File: src/rtl/lfsr_pkg.sv
// Shared types and default timing constants for the LFSR step generator.
package lfsr_pkg;

    localparam int unsigned DEBOUNCE_CYCLES_DEF = 20000;
    localparam int unsigned AUTO_DIV_DEF        = 50000000;

    typedef enum logic [1:0] {
        IDLE,
        PRESS_WAIT,
        PRESSED,
        RELEASE_WAIT
    } db_state_e;

endpackage

File: src/rtl/sync2.sv
// Two-flop synchronizer for a single asynchronous input, with a selectable reset value.
module sync2 #(
    parameter logic RESET_VAL = 1'b0
) (
    input  logic clk,
    input  logic rst,
    input  logic d_i,
    output logic q_o
);

    logic meta_q;
    logic sync_q;

    always_ff @(posedge clk or posedge rst) begin
        if (rst) begin
            meta_q <= RESET_VAL;
            sync_q <= RESET_VAL;
        end else begin
            meta_q <= d_i;
            sync_q <= meta_q;
        end
    end

    assign q_o = sync_q;

endmodule

File: src/rtl/lfsr_step_gen.sv
// Step-enable generator: debounced push-button steps plus optional free-running auto steps.
module lfsr_step_gen
    import lfsr_pkg::*;
#(
    parameter int unsigned DEBOUNCE_CYCLES = DEBOUNCE_CYCLES_DEF,
    parameter int unsigned AUTO_DIV        = AUTO_DIV_DEF
) (
    input  logic       clk,
    input  logic       rst,
    input  logic       key_n,
    input  logic       auto_en,
    output logic       step,
    output logic       key_level,
    output logic [7:0] step_count
);

    localparam int unsigned DB_W = $clog2(DEBOUNCE_CYCLES + 1);
    localparam int unsigned PS_W = $clog2(AUTO_DIV);
    localparam logic [DB_W-1:0] DB_LAST = DB_W'(DEBOUNCE_CYCLES);
    localparam logic [DB_W-1:0] DB_ONE  = DB_W'(1);
    localparam logic [PS_W-1:0] PS_LAST = PS_W'(AUTO_DIV - 1);

    logic key_sync;
    logic auto_sync;
    logic pressed;

    sync2 #(.RESET_VAL(1'b1)) u_key_sync (
        .clk (clk),
        .rst (rst),
        .d_i (key_n),
        .q_o (key_sync)
    );

    sync2 #(.RESET_VAL(1'b0)) u_auto_sync (
        .clk (clk),
        .rst (rst),
        .d_i (auto_en),
        .q_o (auto_sync)
    );

    assign pressed = ~key_sync;

    db_state_e       state_q, state_d;
    logic [DB_W-1:0] db_cnt_q, db_cnt_d;
    logic [DB_W-1:0] db_cnt_inc;
    logic [PS_W-1:0] ps_q, ps_d;
    logic            man_pulse_d;
    logic            auto_pulse_d;
    logic            step_q;
    logic            key_level_q;
    logic [7:0]      count_q;

    assign db_cnt_inc = db_cnt_q + DB_ONE;

    always_comb begin
        state_d     = state_q;
        db_cnt_d    = db_cnt_q;
        man_pulse_d = 1'b0;
        unique case (state_q)
            IDLE: begin
                if (pressed) begin
                    state_d  = PRESS_WAIT;
                    db_cnt_d = DB_ONE;
                end
            end
            PRESS_WAIT: begin
                if (!pressed) begin
                    state_d  = IDLE;
                    db_cnt_d = '0;
                end else if (db_cnt_inc == DB_LAST) begin
                    state_d     = PRESSED;
                    db_cnt_d    = '0;
                    man_pulse_d = 1'b1;
                end else begin
                    db_cnt_d = db_cnt_inc;
                end
            end
            PRESSED: begin
                if (!pressed) begin
                    state_d  = RELEASE_WAIT;
                    db_cnt_d = DB_ONE;
                end
            end
            RELEASE_WAIT: begin
                // Bouncing back to pressed re-enters PRESSED without a new step.
                if (pressed) begin
                    state_d  = PRESSED;
                    db_cnt_d = '0;
                end else if (db_cnt_inc == DB_LAST) begin
                    state_d  = IDLE;
                    db_cnt_d = '0;
                end else begin
                    db_cnt_d = db_cnt_inc;
                end
            end
            default: begin
                state_d  = IDLE;
                db_cnt_d = '0;
            end
        endcase
    end

    always_comb begin
        ps_d         = ps_q;
        auto_pulse_d = 1'b0;
        if (!auto_sync) begin
            ps_d = '0;
        end else if (ps_q == PS_LAST) begin
            ps_d         = '0;
            auto_pulse_d = 1'b1;
        end else begin
            ps_d = ps_q + PS_W'(1);
        end
    end

    always_ff @(posedge clk or posedge rst) begin
        if (rst) begin
            state_q     <= IDLE;
            db_cnt_q    <= '0;
            ps_q        <= '0;
            step_q      <= 1'b0;
            key_level_q <= 1'b0;
            count_q     <= '0;
        end else begin
            state_q     <= state_d;
            db_cnt_q    <= db_cnt_d;
            ps_q        <= ps_d;
            step_q      <= man_pulse_d | auto_pulse_d;
            key_level_q <= (state_d == PRESSED) || (state_d == RELEASE_WAIT);
            count_q     <= count_q + {7'd0, step_q};
        end
    end

    assign step       = step_q;
    assign key_level  = key_level_q;
    assign step_count = count_q;

endmodule

File: config.mk
export PLATFORM = sky130hd
export DESIGN_NAME = lfsr_step_gen
export DESIGN_NICKNAME = d
export VERILOG_FILES = /design/src/rtl/lfsr_pkg.sv /design/src/rtl/sync2.sv /design/src/rtl/lfsr_step_gen.sv
export SDC_FILE = /design/constraint.sdc
export NUM_CORES = 1
export LEC_CHECK = 0
export BUFFER_PORTS_ARGS = -buffer_cell sky130_fd_sc_hd__clkbuf_2
export CORE_AREA = 4 4 77 79
export CTS_CLUSTER_SIZE = 12
export DETAILED_ROUTE_END_ITERATION = 16
export DIE_AREA = 0 0 81 83
export PLACE_DENSITY_LB_ADDON = 0.15
export SLEW_MARGIN = 20
export SYNTH_ARGS = -nofsm -noshare
export SYNTH_HDL_FRONTEND = slang
export SYNTH_HIERARCHICAL = 1
export SYNTH_SLANG_ARGS = --single-unit
File: constraint.sdc
create_clock -name clk -period 2.9 [get_ports clk]
set_input_delay 0.29 -clock clk [delete_from_list [all_inputs] [get_ports clk]]
set_output_delay 0.29 -clock clk [all_outputs]
set_load 0.1 [all_outputs]
# ---- Word level (Yosys, flattened, before mapping)
# Cells that the tools add are included.
dict set report classes {
  reduce_logical 3
  n_eq_ne 9
  muxes 20
  addsub 3
  n_bitwise 1
}
# operator count
set ops {}
lappend ops {{$mux W15} 5}
lappend ops {{$pmux W15 S4} 1}
lappend ops {{$mux W26} 2}
lappend ops {{$add A26 B1 Y26 const B} 1}
lappend ops {{$eq A26 B26 Y1 const B} 1}
lappend ops {{$add A15 B1 Y15 const B} 1}
lappend ops {{$eq A15 B15 Y1 const B} 1}
lappend ops {{$mux W2} 6}
lappend ops {{$add A8 B1 Y8} 1}
lappend ops {{$eq A2 B2 Y1 const B} 4}
lappend ops {{$pmux W2 S4} 1}
lappend ops {{$mux W1} 5}
lappend ops {{$eq A2 B1 Y1 const B} 1}
lappend ops {{$logic_not A2 Y1} 1}
lappend ops {{$ne A2 B1 Y1 const B} 1}
lappend ops {{$ne A2 B2 Y1 const B} 1}
lappend ops {{$reduce_and A2 Y1} 1}
lappend ops {{$logic_or A1 B1 Y1} 1}
lappend ops {{$or A1 B1 Y1} 1}
dict set report totals {
  ff_bits 57
  out_inout_bits 10
}

# ---- Longest topological paths before layout
# Gate-level depths: netlist of run 1.
dict set report depth {
  depth_word 7
  mapped_depth 9
}

# ---- Modules after synthesis
# Netlist of run 1, hierarchy kept.
# module seq_area_each_um2 instances area_each_um2 cells_each
set modules_own_cells {}
lappend modules_own_cells {lfsr_step_gen 1301.2 1 2638.8 273}
lappend modules_own_cells {{sync2 (u_key_sync)} 52.6 1 56.3 3}
lappend modules_own_cells {{sync2 (u_auto_sync)} 50.0 1 53.8 3}

# ---- Worst setup path after synthesis of run 1
# Ideal clock, no wire load.
dict set report synth_timing {
  path_type {register to register}
  startpoint {register db_cnt_q[0]}
  endpoint {register db_cnt_q[11]}
  stages_incl_launch_ff 10
  period_less_slack_ps 2248
  path_slack_ps 652
  setup_time_ps 124
  t_arrival_ps 2124
  n_path_buf 1
  required_time_ps 2776
  cell_sequence {dfrtp_1 -> ha_1 -> and4_1 -> buf_6 -> nand3_4 -> xor2_1 -> or2_4 -> o31ai_4 -> nor2_1 -> a211o_1}
}
dict set report synth_between {
  elab_chain_cells 5
  elab_cells_between_ends 6
  classes_between {1 x add/sub; 1 x eq/ne; 4 x mux}
}
# element line
set synth_rtl {}
lappend synth_rtl {{from (decl)} lfsr_step_gen.sv:44} ;# logic [DB_W-1:0] db_cnt_q, db_cnt_d;
lappend synth_rtl {{from (signal assigned)} lfsr_step_gen.sv:126} ;# db_cnt_q <= db_cnt_d;
lappend synth_rtl {{$add A15 B1 Y15 *} lfsr_step_gen.sv:53} ;# assign db_cnt_inc = db_cnt_q + DB_ONE;
lappend synth_rtl {{$eq A15 B15 Y1} {lfsr_step_gen.sv:70, lfsr_step_gen.sv:89}}
lappend synth_rtl {{$mux W15 *} {lfsr_step_gen.sv:70, lfsr_step_gen.sv:89}}
lappend synth_rtl {{$mux W15 (on tied branches)} {lfsr_step_gen.sv:86, lfsr_step_gen.sv:67}}
lappend synth_rtl {{$pmux W15 S4 *} lfsr_step_gen.sv:59} ;# unique case (state_q)
# Every way passes the cells marked *; elsewhere a longest branch is shown, timed or not.
# A chain may end at the register's enable or synchronous reset.

# ---- Worst setup path after layout of run 1
# Same ends and word-level chain as after synthesis.

==> impl_metrics.toml, run 1 <==
[flow_run]
cap_viol_max_count = 0

[hold_path]
hold_end = "u_key_sync/meta_q"
min_from = "key_n"
hp-class = "in -> reg"
whs_path_depth = 1

[clocking]
cts_tree = "yes"
clk_pin_slew_ns = 0.10
cts_root_buf = "clkbuf_8"
cts_made_buffers = 5
cts_repair_resize_count = 0
insertion_delay_ns = 0.31
cts_max_level = 2
cts_buffer_depth = 2
clock-sinks = 56
post_cts_buffers = 0

[timing]
setup_viol = 0
fmax_ghz = 0.387
slew_headroom_pct = 55.5
final.setup.tns_ns = 0
final-hold-violation-count = 0
tightest_slew_ns = 0.667
drv_slew = 0
period_minus_slack_ns = 2.58
fin_skew_ns = 0.00672
fin_crit_sh_pct = 89.1
rsz0062_at_grt = "no"
hold_ws_ns = 0.0534

[placement]
routabilityCongestion = 0.812
dp_cells = 362
dp_hpwl_mm = 3.52
port_buffers = 13
postPlaceCellArea_um2 = 2900

[worst_setup_path]
start_kind = "register"
r2r-end = "db_cnt_q[11]"
reg2regPathDepth = 8
critPathKind = "reg -> reg"
critPathCaptureType = "register"
arrival_ns = 2.79
crit_path_max_fanout = 10
reg2reg_setup_slack_ns = 0.32
required_ns = 3.10
r2r-start = "db_cnt_q[0]"

[drt]
wirelength_mm = 4.94
via_per_inst = 5.41
first_pass_iters = 4
wl_per_cell_um = 13.3
drc_errors = 0
postRouteAntennaNets = 0
via_count = 2008
drt_iter0_drc = 89

[synthesis]
ys_ff_latch = 56
syn_area_um2 = 2750
synth_cells = 279
syn_avg_cell_area_um2 = 9.85
synth.distinct_cells = 43
yosys_warnings = 6
yosysSeqAreaShare_pct = 51.1
syn_nets = 287

[power]
p_total_mw = 1.32
powerDensity_nw_per_um2 = 439
leakagePower_nw = 1.36
irDropWorstVdd_v = 0.000272

[grt]
antenna_found_initial = 0
grt_max_degree = 33
overflow = 0
grt_pass1_vias = 1940
grt_use_total_pct = 16.4
grt_pass1_wl_mm = 8.74

[status]
status = "finished, final reports clean"

[floorplanning]
io_pins = 14
coreArea_um2 = 5340
start_util_pct = 51.5
rows = 27
die_y_um = 83
fp.dieW_um = 81
die_area_um2 = 6720

[finish]
layout_commonest_cell = "dfrtp_1"
mostFrequentLayoutCells = "dfrtp_1 (54), nor2_1 (39), nand2_1 (33), xor2_1 (23), nand3_1 (22)"
diodes = 0
drive_gt1_share_pct = 11.7
final_net_count = 306
fin_area_um2 = 3000
area_delta_synth_final_pct = 9.29
fin_cells = 371
## power breakdown
group          total, mW  internal, mW  switching (mW)
combinational     0.0635        0.0211          0.0424
clock              0.450         0.194           0.256
sequential         0.806         0.793          0.0134
total               1.32          1.01           0.312
## final cells by class
class                   count  area, um2
multi-input cells         210       1280
clock buffers               6       82.6
well taps                  72       90.1
fillers                   529       2330
inverters                   7       26.3
flip-flops and latches     56       1400
repair buffers             18        105
clock inverters             2       15.0
## worst max path at each step
stage                   endpoint   startpoint
floorplan           db_cnt_q[11]  db_cnt_q[0]
global placement    db_cnt_q[11]  db_cnt_q[0]
detailed placement  db_cnt_q[11]  db_cnt_q[0]
CTS                 db_cnt_q[11]  db_cnt_q[0]
global route        db_cnt_q[10]  db_cnt_q[0]
finish              db_cnt_q[11]  db_cnt_q[0]
## routing by layer
metal,wire length [um],GRT usage [%],up-vias,part of all wire [%]
li1,-,-,993,-
met1,2300,21.9,982,47
met2,2440,26.4,24,49
met3,99,2.60,9,2.0
met4,101,6.45,0,2.0
met5,0,0,-,0
## state kept, by name, summed over array words and instances, names as in the netlist
name                count
step                    1
u_auto_sync/meta_q      1
u_key_sync/q_o          1
u_key_sync/meta_q       1
step_count              8
ps_q                   26
key_level               1
u_auto_sync/q_o         1
db_cnt_q               15
state_q                 1
## critical path: stages, from the launching register on
cell     delay, ns
dfrtp_1       0.44
ha_1          0.26
and4_1        0.41
nand3_4       0.12
xor2_1        0.17
or2_4         0.27
o31ai_4       0.44
nor2_1        0.09
a211o_1       0.27
## what timing repair did
item | 4_1_cts | 5_1_grt
hold buffers | 1 | 0
hold endpoints to repair | 4 | 0
setup endpoints to repair | 0 | 0
## Yosys cell counts, drive strengths merged
cell | count | share of area [%]
a211o | 3 | 0.96
mux2 | 1 | 0.41
nand2 | 33 | 4.5
nor2b | 1 | 0.23
or3 | 2 | 0.50
and2 | 5 | 1.1
o21ai | 14 | 2.5
and3 | 6 | 1.4
nand4 | 7 | 1.6
dfstp | 2 | 1.9
clkbuf | 3 | 0.41
or4 | 1 | 0.27
nor4 | 3 | 0.68
xor2 | 23 | 7.3
ha | 4 | 1.8
mux2i | 1 | 0.36
nor4bb | 1 | 0.36
a211oi | 1 | 0.27
dfrtp | 54 | 49
nand2b | 1 | 0.23
nor2 | 39 | 5.3
a21oi | 2 | 0.36
buf | 3 | 0.96
nor3 | 7 | 1.5
inv | 7 | 0.96
o21bai | 1 | 0.27
o32ai | 1 | 0.32
xnor2 | 13 | 4.1
o31ai | 1 | 0.77
o31a | 1 | 0.32
nor4b | 1 | 0.32
o22ai | 1 | 0.23
or2 | 1 | 0.32
and4 | 7 | 2.3
o21a | 1 | 0.27
nand3 | 23 | 4.6
a31oi | 2 | 0.46
a21o | 2 | 0.55
## per-stage QoR
stage | utilization [%] | setup slack [ns]
final | 56.3 | 0.317
after global routing | 56.3 | 0.110
after CTS | 56.3 | 0.326
after detailed placement | 54.3 | 0.334
after global placement | 54.3 | 0.408
after floorplan | - | 0.652
## cell families (layout without fill, tap and decap cells)
logic type | count (synthesis) | after routing | synth area share, %
fa+ha+maj | 4 | 4 | 1.82
simple gates | 138 | 138 | 25.2
flops | 56 | 56 | 51.1
mux | 2 | 2 | 0.774
buf+inv | 13 | 33 | 2.32
xor+xnor | 36 | 36 | 11.5
compound gates | 30 | 30 | 7.33
(Power assumes the default switching activity.)
==> run 2, diff against run 1 <==
ABC_AREA = 1   (was default)
CORE_AREA = 4 4 80 82   (was 4 4 77 79)
DIE_AREA = 0 0 84 86   (was 0 0 81 83)
==> impl_metrics.toml, run 2 <==
[timing]
slew_headroom_pct = 60.1
setup_viol = 0
rsz0062_at_grt = "no"
period_minus_slack_ns = 1.92
final-hold-violation-count = 0
fmax_ghz = 0.521
hold_ws_ns = 0.0545
drv_slew = 0
tightest_slew_ns = 0.597
fin_ws_ns = 0.979
fin_skew_ns = 0.0185
fin_crit_sh_pct = 66.2
final.setup.tns_ns = 0

[grt]
overflow = 0
grt_use_total_pct = 19.6
grt_pass1_wl_mm = 11.5
grt_max_degree = 25
antenna_found_initial = 0
grt_pass1_vias = 2493

[synthesis]
synth_top_area_cell = "dfrtp_1"
yosys-top-cells-count = "nand2_1 (95), dfrtp_1 (54), nor2_1 (53)"
yosysSeqAreaShare_pct = 46.3
synth_edf_count = 0
syn_avg_cell_area_um2 = 7.81
synth.distinct_cells = 28
synthTopCellsByArea = "dfrtp_1 (45%), nand2_1 (12%), nor2_1 (6.6%), inv_1 (6.4%), nand3_1 (4.8%)"
syn_nets = 396
ys.flop_type = "dfrtp_1"
yosysTopAreaCellShare_pct = 44.6
synthArstFlopShare_pct = 100
ys_ff_latch = 56
yosys_warnings = 6
synth_cells = 388
yosysMostFrequentCell = "nand2_1"
syn_area_um2 = 3030

[drt]
postRouteAntennaNets = 0
via_count = 2575
drc_errors = 0
wirelength_mm = 6.49
first_pass_iters = 4
via_per_inst = 5.32
wl_per_cell_um = 13.4
drt_iter0_drc = 164

[finish]
largest_reg_flops = 26
layout.core_utilization_pct = 57.8
fin_area_um2 = 3320
layout_commonest_cell = "nand2_1"
final_net_count = 416
mostFrequentLayoutCells = "nand2_1 (95), dfrtp_1 (54), nor2_1 (53), inv_1 (51), nand3_1 (29)"
diodes = 0
regMostFlops = "ps_q"
drive_gt1_share_pct = 11.2
area_delta_synth_final_pct = 9.49

[floorplanning]
rows = 28
die_area_um2 = 7220
die_y_um = 86
io_pins = 14
start_util_pct = 52.8
fp.dieW_um = 84
coreArea_um2 = 5750

[clocking]
insertion_delay_ns = 0.32
cts_made_buffers = 5
clock-sinks = 56
clk_pin_slew_ns = 0.11
cts_max_level = 2
cts_buffer_depth = 2
cts_root_buf = "clkbuf_8"
cts_repair_resize_count = 0
cts_tree = "yes"

[power]
irDropWorstVdd_v = 0.000223
leakagePower_nw = 1.52
powerDensity_nw_per_um2 = 423

[hold_path]
whs_path_depth = 1
hp-class = "in -> reg"
hold_end = "u_key_sync/meta_q"
min_from = "key_n"

[worst_setup_path]
r2r-start = "ps_q[0]"
arrival_ns = 2.13
critPathCaptureType = "register"
required_ns = 3.11
critPathKind = "reg -> reg"
r2r-end = "ps_q[21]"
reg2regPathDepth = 8
reg2reg_setup_slack_ns = 0.98
crit_path_max_fanout = 6
start_kind = "register"

[placement]
dp_hpwl_mm = 4.97
port_buffers = 13
postPlaceCellArea_um2 = 3190
routabilityCongestion = 0.904
post-place-ws_ns = 0.967

[flow_run]
cap_viol_max_count = 0

[status]
status = "finished, final reports clean"
## run 2: cell types whose count changed after synthesis, moves of 7 or more
cell / before / now
nand2_1: 33 / 95
inv_1: 7 / 52
nor2_1: 39 / 53
nor3_1: 6 / 16
o21ai_0: 14 / 6
xor2_1: 23 / 15
nand3_1: 22 / 29
o22ai_1: 1 / 8
xnor2_1: 13 / 6
## run 2: worst max-delay path, cell delays in order, from the launching register on
cell and delay (ns):
dfrtp_1 0.41, ha_1 0.22, nand2_1 0.09, nor2_1 0.23, inv_1 0.11, nor4_1 0.19
nand4_1 0.31, nand3_1 0.20, nor2_1 0.05
## run 2: cell type report
| class | count | area [um2] |
|---|---|---|
| clock buffer | 5 | 68.8 |
| timing repair buffer | 16 | 90.1 |
| multi-input combinational | 276 | 1420 |
| tap | 75 | 93.8 |
| sequential | 56 | 1400 |
| inverter | 53 | 199 |
| clock inverter | 3 | 47.5 |
| fill | 560 | 2430 |
## run 2: worst max-delay path by stage
stage / endpoint / from / slack (ns)
after global placement: db_cnt_q[13] / u_key_sync/q_o / 1.02
after global routing: db_cnt_q[5] / db_cnt_q[0] / 0.78
after detailed placement: ps_q[21] / ps_q[0] / 0.97
final: ps_q[21] / ps_q[0] / 0.98
after CTS: ps_q[21] / ps_q[0] / 0.97
after floorplan: step_count[7] / step_count[0] / 0.88
## run 2: timing repair
item                                    CTS  global route
endpoints found under the hold margin    12             0
setup buffers                             0             0
hold buffers                              1             0
endpoints found under the setup margin    0             0
## run 2: logic make-up after synthesis
logic type                 synth area share (%)
buffers and inverters                      6.97
xor gates and xnor gates                   6.07
DFF                                        46.3
AOI/OAI and AO/OA                          3.92
adders and majority gates                  1.65
and+or+nand+nor                            35.1
## run 2: through the flow
step,instances,total power [mW]
after global placement,475,0.881
final,484,1.40
after CTS,484,1.41
after detailed placement,475,0.882
after global routing,484,1.46
after floorplan,388,0.862
## run 2: report_power, final
group | total, mW | internal [mW] | switching (mW)
logic | 0.0604 | 0.0175 | 0.0429
registers | 0.806 | 0.793 | 0.0130
clock network | 0.537 | 0.261 | 0.276
## run 2: routing by layer
| layer | track usage, % | share of wire [%] |
|---|---|---|
| met1 | 27.9 | 50 |
| met2 | 31.6 | 45 |
| met3 | 3.27 | 3.9 |
| met4 | 4.82 | 1.2 |
| met5 | 0 | 0 |
==> run 3, diff against run 2 <==
clock period = 2 ns   (was 2.9 ns; I/O delays follow)
==> impl_metrics.toml, run 3 (synthesis gave the netlist of run 2 again) <==
[status]
status = "finished, final reports clean"

[timing]
slew_headroom_pct = 63.7
drv_slew = 0
fin_crit_sh_pct = 89.9
fmax_ghz = 0.556
hold_ws_ns = 0.310
setup_viol = 0
period_minus_slack_ns = 1.80
final.setup.tns_ns = 0
fin_skew_ns = 0.00943
tightest_slew_ns = 0.546
final-hold-violation-count = 0
fin_ws_ns = 0.202

[placement]
postPlaceCellArea_um2 = 3240
dp_cells = 478
post-place-ws_ns = 0.139
routabilityCongestion = 0.913
dp_hpwl_mm = 4.85
port_buffers = 13

[worst_setup_path]
start_kind = "register"
critPathTopFamily = "simple AND/OR/NAND/NOR gates"
required_ns = 2.20
path_cells = "ha_4 > nand2_1 > nor2_2 > nand2_2 > o21ai_2 > nand2_1 > inv_1 > nand3_2 > nor2_4 > nand2_1 > nand2_1 > nand2_1"
critPathCaptureType = "register"
crit_path_frequent_cell = "nand2_1"
reg2reg_setup_slack_ns = 0.20
arrival_ns = 2.00
critPathKind = "reg -> reg"
slowest_stage = "dfrtp_2"
r2r-start = "db_cnt_q[0]"
crit_path_max_fanout = 7
crit_path_max_incr_delay_ns = 0.43
crit_start = "db_cnt_q[0]"
cp_num_buf_inv = 1

[power]
powerDensity_nw_per_um2 = 592
pwr-share-clk_pct = 36.7
combPwrFrac_pct = 5.4
irDropWorstVdd_v = 0.000373
power_frac_seq_pct = 58.0
p_total_mw = 2.02
switchingPower_uw = 457
swShare_pct = 22.6
leakagePower_nw = 1.55
intPower_mw = 1.56

[grt]
grt_max_degree = 39
grt_use_total_pct = 19.3
overflow = 0
antenna_found_initial = 0
grt_pass1_vias = 2468
grt_pass1_wl_mm = 11.3

[drt]
drc_errors = 0
first_pass_iters = 4
drt_iter0_drc = 184
via_per_inst = 5.23
wirelength_mm = 6.43
wl_per_cell_um = 13.1
postRouteAntennaNets = 0
via_count = 2564

[clocking]
clock-sinks = 56
cts_root_buf = "clkbuf_8"
cts_made_buffers = 5
cts_tree = "yes"
cts_buffer_depth = 2
cts_max_level = 2
clk_pin_slew_ns = 0.09
insertion_delay_ns = 0.31

[floorplanning]
die_y_um = 86
die_area_um2 = 7220
fp.dieW_um = 84
rows = 28
io_pins = 14
start_util_pct = 52.8
coreArea_um2 = 5750

[flow_run]
cap_viol_max_count = 0

[finish]
area_delta_synth_final_pct = 12.7
diodes = 0
layout.core_utilization_pct = 59.5
layout_commonest_cell = "nand2_1"
drive_gt1_share_pct = 13.7
regMostFlops = "ps_q"
nFillCells = 537
mostFrequentLayoutCells = "nand2_1 (94), nor2_1 (53), inv_1 (51), dfrtp_1 (50), nand3_1 (29)"
final_net_count = 422
fin_area_um2 = 3420
fin_cells = 490
largest_reg_flops = 26

[hold_path]
hp-class = "in -> async"
## run 3: final cells by class
cell class / count / area, um2 / area share, %
inverter: 53 / 199 / 5.82
clock inverter: 3 / 42.5 / 1.25
timing repair buffer: 22 / 165 / 4.84
sequential: 56 / 1410 / 41.2
clock buffer: 5 / 68.8 / 2.01
multi-input combinational: 276 / 1440 / 42.1
tap: 75 / 93.8 / 2.75
## run 3: timing repair
action                                  CTS  global route
endpoints found under the hold margin    20             0
resized for setup                         0             6
buffers inserted                          0             1
endpoints found under the setup margin    0            19
hold buffers                              3             0
## run 3: worst register-to-register path: stages (launching register included)
cell and delay [ns]:
dfrtp_2 0.43, ha_4 0.16, nand2_1 0.08, nor2_2 0.18
nand2_2 0.09, o21ai_2 0.11, nand2_1 0.06, inv_1 0.09
nand3_2 0.10, nor2_4 0.23, nand2_1 0.08, nand2_1 0.06
nand2_1 0.04
## run 3: final timing paths
check	end	cells after the start
worst max-delay path	key_level	12
worst min-delay path	u_auto_sync/meta_q	3
min in group clk	u_key_sync/q_o	0
worst max register to register	key_level	12
worst min register to register	u_key_sync/q_o	0
max in group asynchronous	step_count[0]	4
## run 3: layer usage
layer | wire length [um] | GRT usage [%] | share of wire, %
met2 | 2970 | 31.8 | 46
met3 | 308 | 3.46 | 4.8
met5 | 0 | 0 | 0
met4 | 63 | 4.82 | 0.98
met1 | 3090 | 26.6 | 48
## run 3: power groups by stage
| stage | Combinational (mW) | Sequential [mW] | Clock (mW) |
|---|---|---|---|
| 2_1_floorplan | 0.0651 | 1.18 | 0 |
| 3_3_place_gp | 0.0973 | 1.19 | 0 |
| 3_5_place_dp | 0.0980 | 1.19 | 0 |
| 4_1_cts | 0.103 | 1.17 | 0.770 |
| 5_1_grt | 0.125 | 1.17 | 0.825 |
| 6_report | 0.109 | 1.17 | 0.741 |
